## config.mk

```make
export PLATFORM = sky130hd
export DESIGN_NAME = conv_sequencer
export DESIGN_NICKNAME = d
export VERILOG_FILES = /design/src/rtl/conv_sequencer.sv
export SDC_FILE = /design/constraint.sdc
export NUM_CORES = 1
export LEC_CHECK = 0
export ABC_AREA = 1
export ABC_CLOCK_PERIOD_IN_PS = 2800
export CORE_ASPECT_RATIO = 1.2
export CORE_MARGIN = 1.5
export CORE_UTILIZATION = 40
export CTS_CLUSTER_SIZE = 12
export DETAILED_ROUTE_END_ITERATION = 8
export MAX_ROUTING_LAYER = met4
export PLACE_DENSITY = 0.65
export SETUP_SLACK_MARGIN = 0.4
export SYNTH_ARGS = -nofsm -noshare
export SYNTH_HDL_FRONTEND = slang
export SYNTH_SLANG_ARGS = --single-unit
```

## constraint.sdc

```tcl
create_clock -name clk -period 2.8 [get_ports clk]
set_input_delay 0.28 -clock clk [delete_from_list [all_inputs] [get_ports clk]]
set_output_delay 0.28 -clock clk [all_outputs]
set_load 0.1 [all_outputs]
```

## src/rtl/conv_sequencer.sv

```systemverilog
// Sequencer for the convolution/pooling datapath: loads packed weights per filter,
// runs mapping and conv, counts output pixels on flag edges, and waits for pooling.
module conv_sequencer #(
   parameter int COL      = 32,
   parameter int W_SETTLE = 13,
   parameter int MAP_LAT  = 163,
   parameter int PIX_W    = 10
) (
   input  logic             clk,
   input  logic             rst,
   input  logic             cfg_go,
   input  logic [4:0]       weight_dim,
   input  logic [5:0]       num_filter,
   input  logic [PIX_W-1:0] out_pixels,
   input  logic [31:0]      s_wdata,
   input  logic             s_wvalid,
   output logic             s_wready,
   output logic [31:0]      weight_in,
   output logic [COL-1:0]   weight_en,
   output logic             start,
   output logic             conv_ctrl,
   output logic             fifo_en,
   input  logic             flag,
   input  logic [COL-1:0]   pooling_finish,
   output logic             busy,
   output logic             done,
   output logic             err
);

   localparam int TMR_W = $clog2((MAP_LAT > W_SETTLE) ? MAP_LAT : W_SETTLE) + 1;

   typedef enum logic [2:0] {
      S_IDLE, S_LOAD, S_SETTLE, S_MAP, S_CONV, S_DRAIN, S_DONE
   } state_t;

   state_t             state;
   logic [4:0]         nw_q;
   logic [5:0]         nf_q;
   logic [PIX_W-1:0]   npix_q;
   logic [COL-1:0]     mask_q;
   logic [5:0]         f_q;
   logic [4:0]         wcnt;
   logic [TMR_W-1:0]   tmr;
   logic [PIX_W-1:0]   pcnt;
   logic               flag_q;

   logic [4:0]         nw_calc;
   logic               cfg_bad;
   logic               pool_ok;
   logic               flag_rise;

   function automatic logic [COL-1:0] onehot(input logic [5:0] idx);
      logic [COL-1:0] v;
      v = '0;
      for (int i = 0; i < COL; i++)
         if (i == int'(idx)) v[i] = 1'b1;
      return v;
   endfunction

   function automatic logic [COL-1:0] low_mask(input logic [5:0] n);
      logic [COL-1:0] v;
      v = '0;
      for (int i = 0; i < COL; i++)
         if (i < int'(n)) v[i] = 1'b1;
      return v;
   endfunction

   // ceil(weight_dim/2) without needing a sixth bit
   assign nw_calc   = {1'b0, weight_dim[4:1]} + {4'b0, weight_dim[0]};
   assign cfg_bad   = (num_filter == 6'd0) || (int'(num_filter) > COL) ||
                      (weight_dim == 5'd0) || (out_pixels == '0);
   assign pool_ok   = &(pooling_finish | ~mask_q);
   assign flag_rise = flag && !flag_q;

   always_ff @(posedge clk) begin
      if (rst) begin
         state     <= S_IDLE;
         nw_q      <= '0;
         nf_q      <= '0;
         npix_q    <= '0;
         mask_q    <= '0;
         f_q       <= '0;
         wcnt      <= '0;
         tmr       <= '0;
         pcnt      <= '0;
         flag_q    <= 1'b0;
         s_wready  <= 1'b0;
         weight_in <= '0;
         weight_en <= '0;
         start     <= 1'b0;
         conv_ctrl <= 1'b0;
         fifo_en   <= 1'b0;
         busy      <= 1'b0;
         done      <= 1'b0;
         err       <= 1'b0;
      end else begin
         // flag history runs in every state so a level held across states is one edge
         flag_q <= flag;
         err    <= 1'b0;
         done   <= 1'b0;
         case (state)
            S_IDLE: begin
               if (cfg_go) begin
                  if (cfg_bad) begin
                     err <= 1'b1;
                  end else begin
                     nw_q      <= nw_calc;
                     nf_q      <= num_filter;
                     npix_q    <= out_pixels;
                     mask_q    <= low_mask(num_filter);
                     f_q       <= '0;
                     wcnt      <= '0;
                     pcnt      <= '0;
                     weight_en <= onehot(6'd0);
                     s_wready  <= 1'b1;
                     busy      <= 1'b1;
                     state     <= S_LOAD;
                  end
               end
            end
            S_LOAD: begin
               if (s_wvalid && s_wready) begin
                  weight_in <= s_wdata;
                  wcnt      <= wcnt + 5'd1;
                  if (wcnt + 5'd1 == nw_q) begin
                     s_wready <= 1'b0;
                     tmr      <= '0;
                     state    <= S_SETTLE;
                  end
               end
            end
            S_SETTLE: begin
               if (tmr == TMR_W'(W_SETTLE - 1)) begin
                  tmr <= '0;
                  if (f_q + 6'd1 < nf_q) begin
                     f_q       <= f_q + 6'd1;
                     wcnt      <= '0;
                     weight_en <= onehot(f_q + 6'd1);
                     s_wready  <= 1'b1;
                     state     <= S_LOAD;
                  end else begin
                     weight_en <= '0;
                     start     <= 1'b1;
                     state     <= S_MAP;
                  end
               end else begin
                  tmr <= tmr + TMR_W'(1);
               end
            end
            S_MAP: begin
               if (tmr == TMR_W'(MAP_LAT - 1)) begin
                  conv_ctrl <= 1'b1;
                  fifo_en   <= 1'b1;
                  state     <= S_CONV;
               end else begin
                  tmr <= tmr + TMR_W'(1);
               end
            end
            S_CONV: begin
               if (flag_rise) begin
                  pcnt <= pcnt + PIX_W'(1);
                  if (pcnt + PIX_W'(1) == npix_q) state <= S_DRAIN;
               end
            end
            S_DRAIN: begin
               if (pool_ok) begin
                  done      <= 1'b1;
                  start     <= 1'b0;
                  conv_ctrl <= 1'b0;
                  fifo_en   <= 1'b0;
                  state     <= S_DONE;
               end
            end
            S_DONE: begin
               busy  <= 1'b0;
               state <= S_IDLE;
            end
            default: state <= S_IDLE;
         endcase
      end
   end

endmodule
```

==> results.ini, run 1 <==
[setup_path]
rr_startpoint = f_q[3]
startpoint = f_q[3]
cp.arrival_ns = 2.67
end_kind = flop
critical_path_class = reg -> reg
cp-start-kind = flop
worst_ep_required_time_ns = 3.11
crit_fanout = 12

[power]
powerDensity_nw_per_um2 = 784
ir_drop_mv = 0.565
seq_power_share_pct = 34.5
switching_power_w = 0.00315
power_frac_comb_pct = 36.6
sw_frac_of_total_pct = 39.7
power.leakage_nw = 4.20
pwr-share-clk_pct = 28.8
power.internal_w = 0.00478

[cts]
clock_sink_count = 156
cts_tree = done
clockBufferDepth = 2
path_clk_slew_ns = 0.06
htree_levels = 4
cts_buffers = 17
clock_latency_ns = 0.43
cts_root_buffer = clkbuf_16

[floorplan]
initial_core_util_pct = 41.1
fp.dieW_um = 128
die_area_um2 = 19700
io_pins = 161
die_y_um = 153
core_area_um2 = 18300
core.rowCount = 54

[hold_path]
min_path_type = in -> reg
hold_path_startpoint = rst

[routing]
via_count = 7338
drt-wirelength-per-cell_um = 13.0
drc = 0
drt.antenna.violating_nets = 0
drtIter0Drc = 464
wl_um = 19700
firstDrtPassIters = 7
vias_per_cell = 4.84

[placed_design]
dp.cells = 1462
place_congestion = 0.887
io_buffers = 160
place_hpwl_um = 14000

[global_routing]
overflow = 0
grt_max_degree = 73
grt_pass1_vias = 7000
grt_use_total_pct = 21.0
grt_pass1_wl_um = 32700
grt_antenna_before_repair = 0

[final_layout]
fin_util_pct = 55.2
diodes = 0
drive_gt1_share_pct = 16.9
multi_input_area_um2 = 3840
syn2layout_area_growth_pct = 34.1
final_nets = 1359
finish.cell_count_without_fillers = 1516
regArea_um2 = 3130
fillers = 1836

[yosys]
synth-edff-count = 0
synth_area_leader_cell = dfxtp_1
yosysTopAreaCellShare_pct = 41.5
synth_flop_cell = dfxtp_1
seq_area_frac_synth_pct = 41.5
synthArstFlopShare_pct = 0
synth_fp_nets = 1184
synth_cell_types = 41
synth_area_leaders = dfxtp_1 41%, nand2_1 11%, a21oi_1 7.2%
netlist_area_um2 = 7530
yosysWarnings = 0
synth_cells = 1076
synth-seq-cells = 156
syn_area_per_cell_um2 = 7.00

[run_status]
outcome = completed

[timing]
max_slew.worst_pin.slew_ns = 0.994
setup_viol_count_final = 0
fmaxAchievable_mhz = 424
hold_violations = 0
drv_slew = 0
min_period_ns = 2.36
grt_setup_unrepaired = true
min_period_over_period_pct = 84.2
setup_tns_ns = 0
slew_headroom_pct = 33.7
finClkSkew_ns = 0.0199

[flow_run]
drv_cap = 0

==> power groups by stage <==
stage          combinational [W]  sequential (W)  clock (W)
2_1_floorplan            0.00163         0.00316          0
3_3_place_gp             0.00262         0.00278          0
3_5_place_dp             0.00265         0.00278          0
4_1_cts                  0.00274         0.00273    0.00233
5_1_grt                  0.00321         0.00277    0.00242
6_report                 0.00290         0.00274    0.00228
==> synthesized netlist by cell type, types with 8 or more instances <==
cell type,count
nand2_1,212
ha_1,18
nand4_1,11
buf_2,10
nor2_1,145
nor3_1,20
dfxtp_1,156
inv_1,122
clkbuf_1,24
nand3_1,53
xor2_1,8
o21ai_0,87
inv_2,12
nand2_2,8
o22ai_1,13
a21oi_1,109
nor2_2,12
xnor2_1,8
==> worst paths after layout <==
| path | endpoint | slack, ns | depth (start not counted) |
|---|---|---|---|
| setup / recovery | weight_en[6] | 0.44 | 16 |
| hold / removal | wcnt[4] | 0.43 | 4 |
| setup reg to reg | weight_en[6] | 0.44 | 16 |
| hold reg to reg | nf_q[1] | 0.46 | 2 |
==> cell type report <==
cell class                 instances  share of cell area, %
clock buffer                      19                   4.48
timing repair buffer             196                   17.0
tap                              252                   3.12
sequential                       156                   31.0
inverter                         134                   5.04
multi-input combinational        746                   38.0
clock inverter                    13                   1.25
==> logic make-up (layout without fill, tap and decap cells) <==
kind of cell	after synthesis	after routing	synth area share, %
DFF	156	156	41.5
AOI/OAI and AO/OA	237	237	17.0
adders and majority gates	18	18	2.99
buffers and inverters	175	362	9.30
xor gates and xnor gates	17	17	2.08
and+or+nand+nor	473	474	27.2
==> worst max-delay path, cell delays in order (launching register included) <==
cell        delay [ns]
dfxtp_2           0.34
nand4_1           0.15
nor2_2            0.16
xor2_2            0.10
buf_4             0.15
buf_4             0.12
buf_4             0.12
buf_4             0.12
buf_4             0.12
buf_4             0.12
buf_4             0.12
buf_4             0.12
nand2_2           0.07
clkinvlp_4        0.13
buf_12            0.16
nand3_1           0.08
a21oi_1           0.06
==> routing by layer <==
| layer | global-route usage (%) | up-vias | part of all wire (%) |
|---|---|---|---|
| met5 | - | - | 0 |
| li1 | - | 3831 | - |
| met1 | 26.0 | 3318 | 46 |
| met4 | 4.98 | 0 | 0.97 |
| met2 | 34.6 | 173 | 48 |
| met3 | 5.01 | 16 | 5.0 |
==> per-stage QoR <==
step | instance area [um^2] | hold slack (ns) | worst slack (ns) | power [W]
3_3_place_gp | 9190 | 0.449 | 0.272 | 0.00540
2_1_floorplan | 7530 | 0.405 | 0.471 | 0.00480
3_5_place_dp | 9190 | 0.455 | 0.150 | 0.00543
5_1_grt | 10100 | 0.427 | 0.367 | 0.00840
4_1_cts | 9900 | 0.415 | 0.417 | 0.00780
6_report | 10100 | 0.429 | 0.443 | 0.00792
==> registers in the layout (all words and copies together), names as in the netlist, 6 cells and up <==
name	flops
npix_q	10
f_q	6
nf_q	6
weight_in	32
tmr	9
mask_q	31
pcnt	10
weight_en	32
==> what timing repair did <==
action | in CTS | in global routing
pin swaps | 6 | 14
cloned | 0 | 1
buffers inserted | 15 | 6
hold buffers | 0 | 0
resized for setup | 8 | 27
setup endpoints to repair | 42 | 41
==> cells in the final DEF (no fill, tap or decap), drive strengths merged <==
| master | netlist | routed |
|---|---|---|
| ha | 18 | 18 |
| nand3 | 54 | 54 |
| a31oi | 5 | 5 |
| xor2 | 8 | 8 |
| clkinv | 0 | 3 |
| nand4 | 12 | 12 |
| nor3 | 21 | 21 |
| buf | 16 | 108 |
| nor3b | 1 | 1 |
| o211ai | 1 | 1 |
| bufinv | 0 | 1 |
| a21o | 1 | 1 |
| nor4 | 3 | 3 |
| clkdlybuf4s50 | 0 | 88 |
| nor2 | 160 | 161 |
| nand2 | 222 | 222 |
| dfxtp | 156 | 156 |
| o21a | 5 | 5 |
| xnor2 | 9 | 9 |
| a211oi | 6 | 6 |
| o22ai | 13 | 13 |
| a21oi | 109 | 109 |
| o21bai | 3 | 3 |
| inv | 134 | 141 |
| o21ai | 92 | 92 |
| clkinvlp | 0 | 2 |
| o31ai | 1 | 1 |
| clkbuf | 25 | 19 |
| a31o | 1 | 1 |
Note: power is estimated with default switching activity, not from simulation.
==> run 2, diff against run 1 <==
ABC_CLOCK_PERIOD_IN_PS = 2070   (was 2800)
PLACE_DENSITY = 0.68   (was 0.65)
clock period = 2.07 ns   (was 2.8 ns; I/O delays follow)
==> run 2 against run 1 <==
Compared with the run above: the flow now finishes with violations (setup timing); wire length is 14% higher; first-iteration DRC count up 16%; largest power group unchanged; clock skew shrank 0.012 ns.
==> results.ini, run 2 (synthesis gave the netlist of run 1 again) <==
[setup_path]
cp_num_buf_inv = 1  ; -9
crit_slowest_cell = dfxtp_4
cp_top_family = simple AND/OR/NAND/NOR gates
cp-start-kind = flop
crit_fanout = 5  ; -7
end_kind = flop
crit_chain = nand4_1, nor2_1, xor2_1, inv_2, ha_4, a21oi_2, o21a_1, nand2_4, nand2_4, o31ai_4, nor2_1, nand2_2, o21ai_1, nor2_1
cpPeakStageDelay_ns = 0.37  ; +0.03 ns
cp.arrival_ns = 2.66  ; about the same
crit_top_cell = nor2_1
critical_path_class = reg -> reg
worst_ep_required_time_ns = 2.39  ; -0.72 ns

[cts]
clock_sink_count = 156  ; unchanged
clock_latency_ns = 0.43  ; about the same
htree_levels = 4  ; unchanged
cts_root_buffer = clkbuf_16
cts_buffers = 17  ; unchanged
clockBufferDepth = 2  ; unchanged
path_clk_slew_ns = 0.06  ; about the same
cts_tree = done

[floorplan]
die_y_um = 153  ; unchanged
core_area_um2 = 18300  ; unchanged
core.rowCount = 54  ; unchanged
die_area_um2 = 19700  ; unchanged
io_pins = 161  ; unchanged
fp.dieW_um = 128  ; unchanged
initial_core_util_pct = 41.1  ; unchanged

[placed_design]
io_buffers = 160  ; unchanged
place_hpwl_um = 15200  ; +8.6%
place_congestion = 0.910  ; +2.6%

[global_routing]
grt_antenna_before_repair = 1  ; +1
grt_pass1_vias = 7487  ; +7.0%
grt_use_total_pct = 23.5  ; +2.5 points
overflow = 0  ; unchanged
grt_pass1_wl_um = 35900  ; +9.8%
grt_max_degree = 43  ; -41%

[power]
ir_drop_mv = 0.754  ; +33%
powerDensity_nw_per_um2 = 1080  ; +38%
power_w = 0.0124  ; +57%
power.leakage_nw = 4.79  ; +14%

[final_layout]
reg_top3 = weight_en: 32 flops, weight_in: 32 flops, mask_q: 31 flops
final_nets = 1426  ; +4.9%
layout_commonest_cell = nand2_1
syn2layout_area_growth_pct = 52.4
drive_gt1_share_pct = 30.8  ; +14 points
mostFrequentLayoutCells = 184 x nand2_1, 143 x dfxtp_1, 134 x buf_4

[hold_path]
min_path_type = in -> reg

[routing]
firstDrtPassIters = 5  ; -2
via_count = 7893  ; +7.6%
vias_per_cell = 4.99  ; +3.0%
drc = 0  ; unchanged
drt.antenna.violating_nets = 0  ; unchanged
wl_um = 22500  ; +14%
drtIter0Drc = 536  ; +16%
drt-wirelength-per-cell_um = 14.2  ; +9.6%

[timing]
slew_headroom_pct = 56.7  ; +23 points
setup_ws_ns = -0.268  ; -0.711 ns
max_slew.worst_pin.slew_ns = 0.642  ; -0.351 ns
fmaxAchievable_mhz = 428  ; +0.80%
setup_tns_ns = -8.82  ; -8.82 ns
setup_viol_count_final = 46  ; +46
hold_violations = 0  ; unchanged
grt_setup_unrepaired = true
hold_slack_ns = 0.101  ; -0.328 ns
min_period_ns = 2.34  ; -0.0186 ns
finClkSkew_ns = 0.00810  ; -0.0118 ns
drv_slew = 0  ; unchanged
min_period_over_period_pct = 113  ; +29 points

[flow_run]
drv_cap = 0  ; unchanged

[run_status]
violations = setup timing
outcome = finished, violations left

-- run 2: area by class of cell --
class                      instances  area [um^2]
inverter                         134          519
timing repair inverter             1         7.51
clock inverter                    12          188
sequential                       156         3150
fill                            1621         6830
antenna                            1         2.50
tap                              252          315
clock buffer                      19          443
timing repair buffer             259         2420
multi-input combinational        749         4430
-- run 2: worst min-delay path, delay by kind of cell --
family / cells / cell delay (ns)
buffers and inverters: 1 / 0.10
AO/OA/AOI/OAI: 2 / 0.18
-- run 2: where the power goes --
group	internal, W	total, W	leakage (nW)	switching [W]
clock	0.00206	0.00336	0.300	0.00131
sequential	0.00343	0.00375	1.28	0.000325
combinational	0.00203	0.00528	3.21	0.00325
-- run 2: worst paths after layout --
kind | endpoint | from | slack (ns) | depth (start not counted)
setup / recovery | wcnt[0] | f_q[1] | -0.27 | 14
hold / removal | npix_q[4] | out_pixels[4] | 0.10 | 3
setup reg to reg | wcnt[0] | f_q[1] | -0.27 | 14
hold reg to reg | mask_q[2] | mask_q[2] | 0.46 | 2
-- run 2: what timing repair did --
action | CTS | global route
pin swaps | 51 | 57
hold buffers | 0 | 0
cloned | 7 | 1
resized for setup | 106 | 148
endpoints found under the setup margin | 116 | 144
buffers inserted | 19 | 9
-- run 2: metrics by stage --
stage	setup slack [ns]	utilization, %	cell area (um^2)	instances
after floorplan	-0.0691	-	7600	1076
after global placement	-0.208	53.0	9710	1515
after detailed placement	-0.247	53.0	9710	1515
after CTS	-0.177	59.9	11000	1572
after global routing	-0.483	62.7	11500	1583
final	-0.268	62.7	11500	1583
-- run 2: layer usage --
metal	part of all wire [%]	global-route usage (%)	up-vias
li1	-	-	3963
met1	43	28.2	3622
met2	49	37.8	241
met3	4.1	4.41	67
met4	4.0	11.0	0
met5	0	-	-
==> run 3, diff against run 2 <==
ABC_CLOCK_PERIOD_IN_PS = 3000   (was 2070)
PLACE_DENSITY = default   (was 0.68)
PLACE_DENSITY_LB_ADDON = 0.25   (was default)
TNS_END_PERCENT = 10   (was default)
clock period = 3 ns   (was 2.07 ns; I/O delays follow)
==> run 3 against run 2 <==
Compared with the run above: register-to-register slack improved by 0.82 ns; worst setup slack improved by 0.82 ns; clock-buffer cell count fell by 2; clock power down 37%; fmax shrank 4.6%; utilization is 8.5 points lower; first-iteration DRC count shrank 23%; largest cell class unchanged; the run now ends clean; critical endpoint is now weight_en[14]; global-route usage decreased by 2.8 points; design area down 14%; critical path depth shrank 1; non-clock buffer count is 81 lower.
==> results.ini, run 3 (synthesis gave the netlist of run 1 again) <==
[global_routing]
grt_use_total_pct = 20.7  ; -2.8 points
overflow = 0  ; unchanged
grt_pass1_vias = 6988  ; -6.7%
grt_pass1_wl_um = 32300  ; -9.9%
grt_antenna_before_repair = 0  ; -1
grt_max_degree = 73  ; +70%

[timing]
max_slew.worst_pin.slew_ns = 0.988  ; +0.346 ns
setup_ws_ns = 0.549  ; +0.817 ns
slew_headroom_pct = 33.9  ; -23 points
setup_viol_count_final = 0  ; -100%
finClkSkew_ns = 0.0101  ; +0.00199 ns
drv_slew = 0  ; unchanged
fmaxAchievable_mhz = 408  ; -4.6%
hold_violations = 0  ; unchanged
min_period_over_period_pct = 81.7  ; -31 points
setup_tns_ns = 0  ; +8.82 ns
grt_setup_unrepaired = true
min_period_ns = 2.45  ; +0.113 ns

[power]
ir_drop_mv = 0.410  ; -46%
power.leakage_nw = 4.01  ; -16%
powerDensity_nw_per_um2 = 734  ; -32%

[setup_path]
rr_startpoint = f_q[0]
cp_num_buf_inv = 4  ; +3
end_kind = flop
crit_slowest_cell = dfxtp_4
critical_path_class = reg -> reg
cpPeakStageDelay_ns = 0.39  ; +0.02 ns
worst_ep_required_time_ns = 3.35  ; +0.96 ns
r2r-end = weight_en[14]
ff2ff_setup_slack_ns = 0.55  ; +0.82 ns
cp_top_family = buffers and inverters
cp.arrival_ns = 2.80  ; +0.14 ns
crit_chain = nand4_1, nor2_1, xor2_1, inv_2, ha_1, a21oi_1, o21a_1, nand2_4, buf_4, clkinvlp_4, buf_4, nand3_1, a21oi_1
cp-start-kind = flop
reg2reg_depth = 13  ; -1
crit_fanout = 10  ; +5

[floorplan]
initial_core_util_pct = 41.1  ; unchanged
io_pins = 161  ; unchanged
fp.dieW_um = 128  ; unchanged
core_area_um2 = 18300  ; unchanged
die_y_um = 153  ; unchanged
core.rowCount = 54  ; unchanged
die_area_um2 = 19700  ; unchanged

[final_layout]
reg_top3 = weight_en: 32 flops, weight_in: 32 flops, mask_q: 31 flops
diodes = 0  ; -1
drive_gt1_share_pct = 11.6  ; -19 points
syn2layout_area_growth_pct = 31.6
mostFrequentLayoutCells = 211 x nand2_1, 152 x dfxtp_1, 145 x nor2_1
fin_util_pct = 54.1  ; -8.5 points
layout_commonest_cell = nand2_1
final_nets = 1340  ; -6.0%

[hold_path]
hold_path_startpoint = s_wdata[16]
hold_depth = 3  ; unchanged
worstHoldEndpoint = weight_in[16]
min_path_type = in -> reg

[placed_design]
io_buffers = 160  ; unchanged
place_hpwl_um = 14000  ; -7.8%
pre_cts_ws_ns = 0.373  ; +0.620 ns
place_congestion = 0.869  ; -4.5%

[routing]
drtIter0Drc = 414  ; -23%
firstDrtPassIters = 5  ; unchanged
wl_um = 19300  ; -14%
drt-wirelength-per-cell_um = 12.9  ; -9.3%
drt.antenna.violating_nets = 0  ; unchanged
via_count = 7318  ; -7.3%
drc = 0  ; unchanged
vias_per_cell = 4.89  ; -2.0%

[run_status]
outcome = completed

[cts]
cts_tree = done
path_clk_slew_ns = 0.07  ; about the same
cts_hold_buffers = 0  ; unchanged
clock_sink_count = 156  ; unchanged
cts_buffers = 17  ; unchanged
clock_latency_ns = 0.42  ; about the same
cts_root_buffer = clkbuf_16
clockBufferDepth = 2  ; unchanged
htree_levels = 4  ; unchanged

[flow_run]
drv_cap = 0  ; unchanged

-- run 3: changes by cell type in the layout (fill, tap and decap cells not counted), moves of 23 or more --
cell             previous run  this run
clkdlybuf4s50_1            71       124
nor2_1                    116       145
nand2_2                    30         7
nand2_1                   184       211
buf_4                     134        52
buf_6                      26         0
-- run 3: worst max-delay path by stage --
stage	start	end	slack, ns	cells past startpoint
after detailed placement	f_q[0]	wcnt[1]	0.37	13
after CTS	f_q[1]	wcnt[1]	0.42	14
final	f_q[0]	weight_en[14]	0.55	13
after floorplan	f_q[0]	wcnt[1]	0.67	14
after global placement	f_q[0]	f_q[3]	0.49	11
after global routing	f_q[0]	weight_en[14]	0.35	13
-- run 3: per-layer routing --
layer	track usage (%)	part of all wire (%)	vias up
met4	5.78	1.4	0
met3	4.31	5.0	25
li1	-	-	3796
met1	25.6	45	3294
met2	34.1	49	203
met5	-	0	-
-- run 3: what timing repair did --
action / 4_1_cts / 5_1_grt
gates resized for setup: 1 / 11
hold endpoints to repair: 0 / 0
pin swaps: 1 / 4
setup buffers: 1 / 7
setup endpoints to repair: 17 / 42
-- run 3: per-stage QoR --
stage | total power, W | cells | area (um^2) | hold slack (ns)
6_report | 0.00728 | 1497 | 9910 | 0.449
5_1_grt | 0.00773 | 1497 | 9910 | 0.440
4_1_cts | 0.00721 | 1490 | 9830 | 0.435
3_5_place_dp | 0.00507 | 1457 | 9250 | 0.456
3_3_place_gp | 0.00503 | 1457 | 9250 | 0.453
2_1_floorplan | 0.00448 | 1076 | 7530 | 0.425
-- run 3: area by class of cell --
class                   count  area (um^2)
clock inverters            15          149
repair buffers            178         1660
inverters                 134          507
flip-flops and latches    156         3140
clock buffers              17          425
well taps                 252          315
fillers                  1814         8400
multi-input cells         745         3720
-- run 3: tightest hold or removal path: stages --
cell and delay (ns):
clkdlybuf4s50_1 0.39, nor2_1 0.10, nor2_1 0.05
-- run 3: where the power goes --
group / total, W / internal, W / switching (W)
registers: 0.00256 / 0.00235 / 0.000208
logic: 0.00260 / 0.000843 / 0.00176
clock network: 0.00212 / 0.00117 / 0.000950
total: 0.00728 / 0.00436 / 0.00292
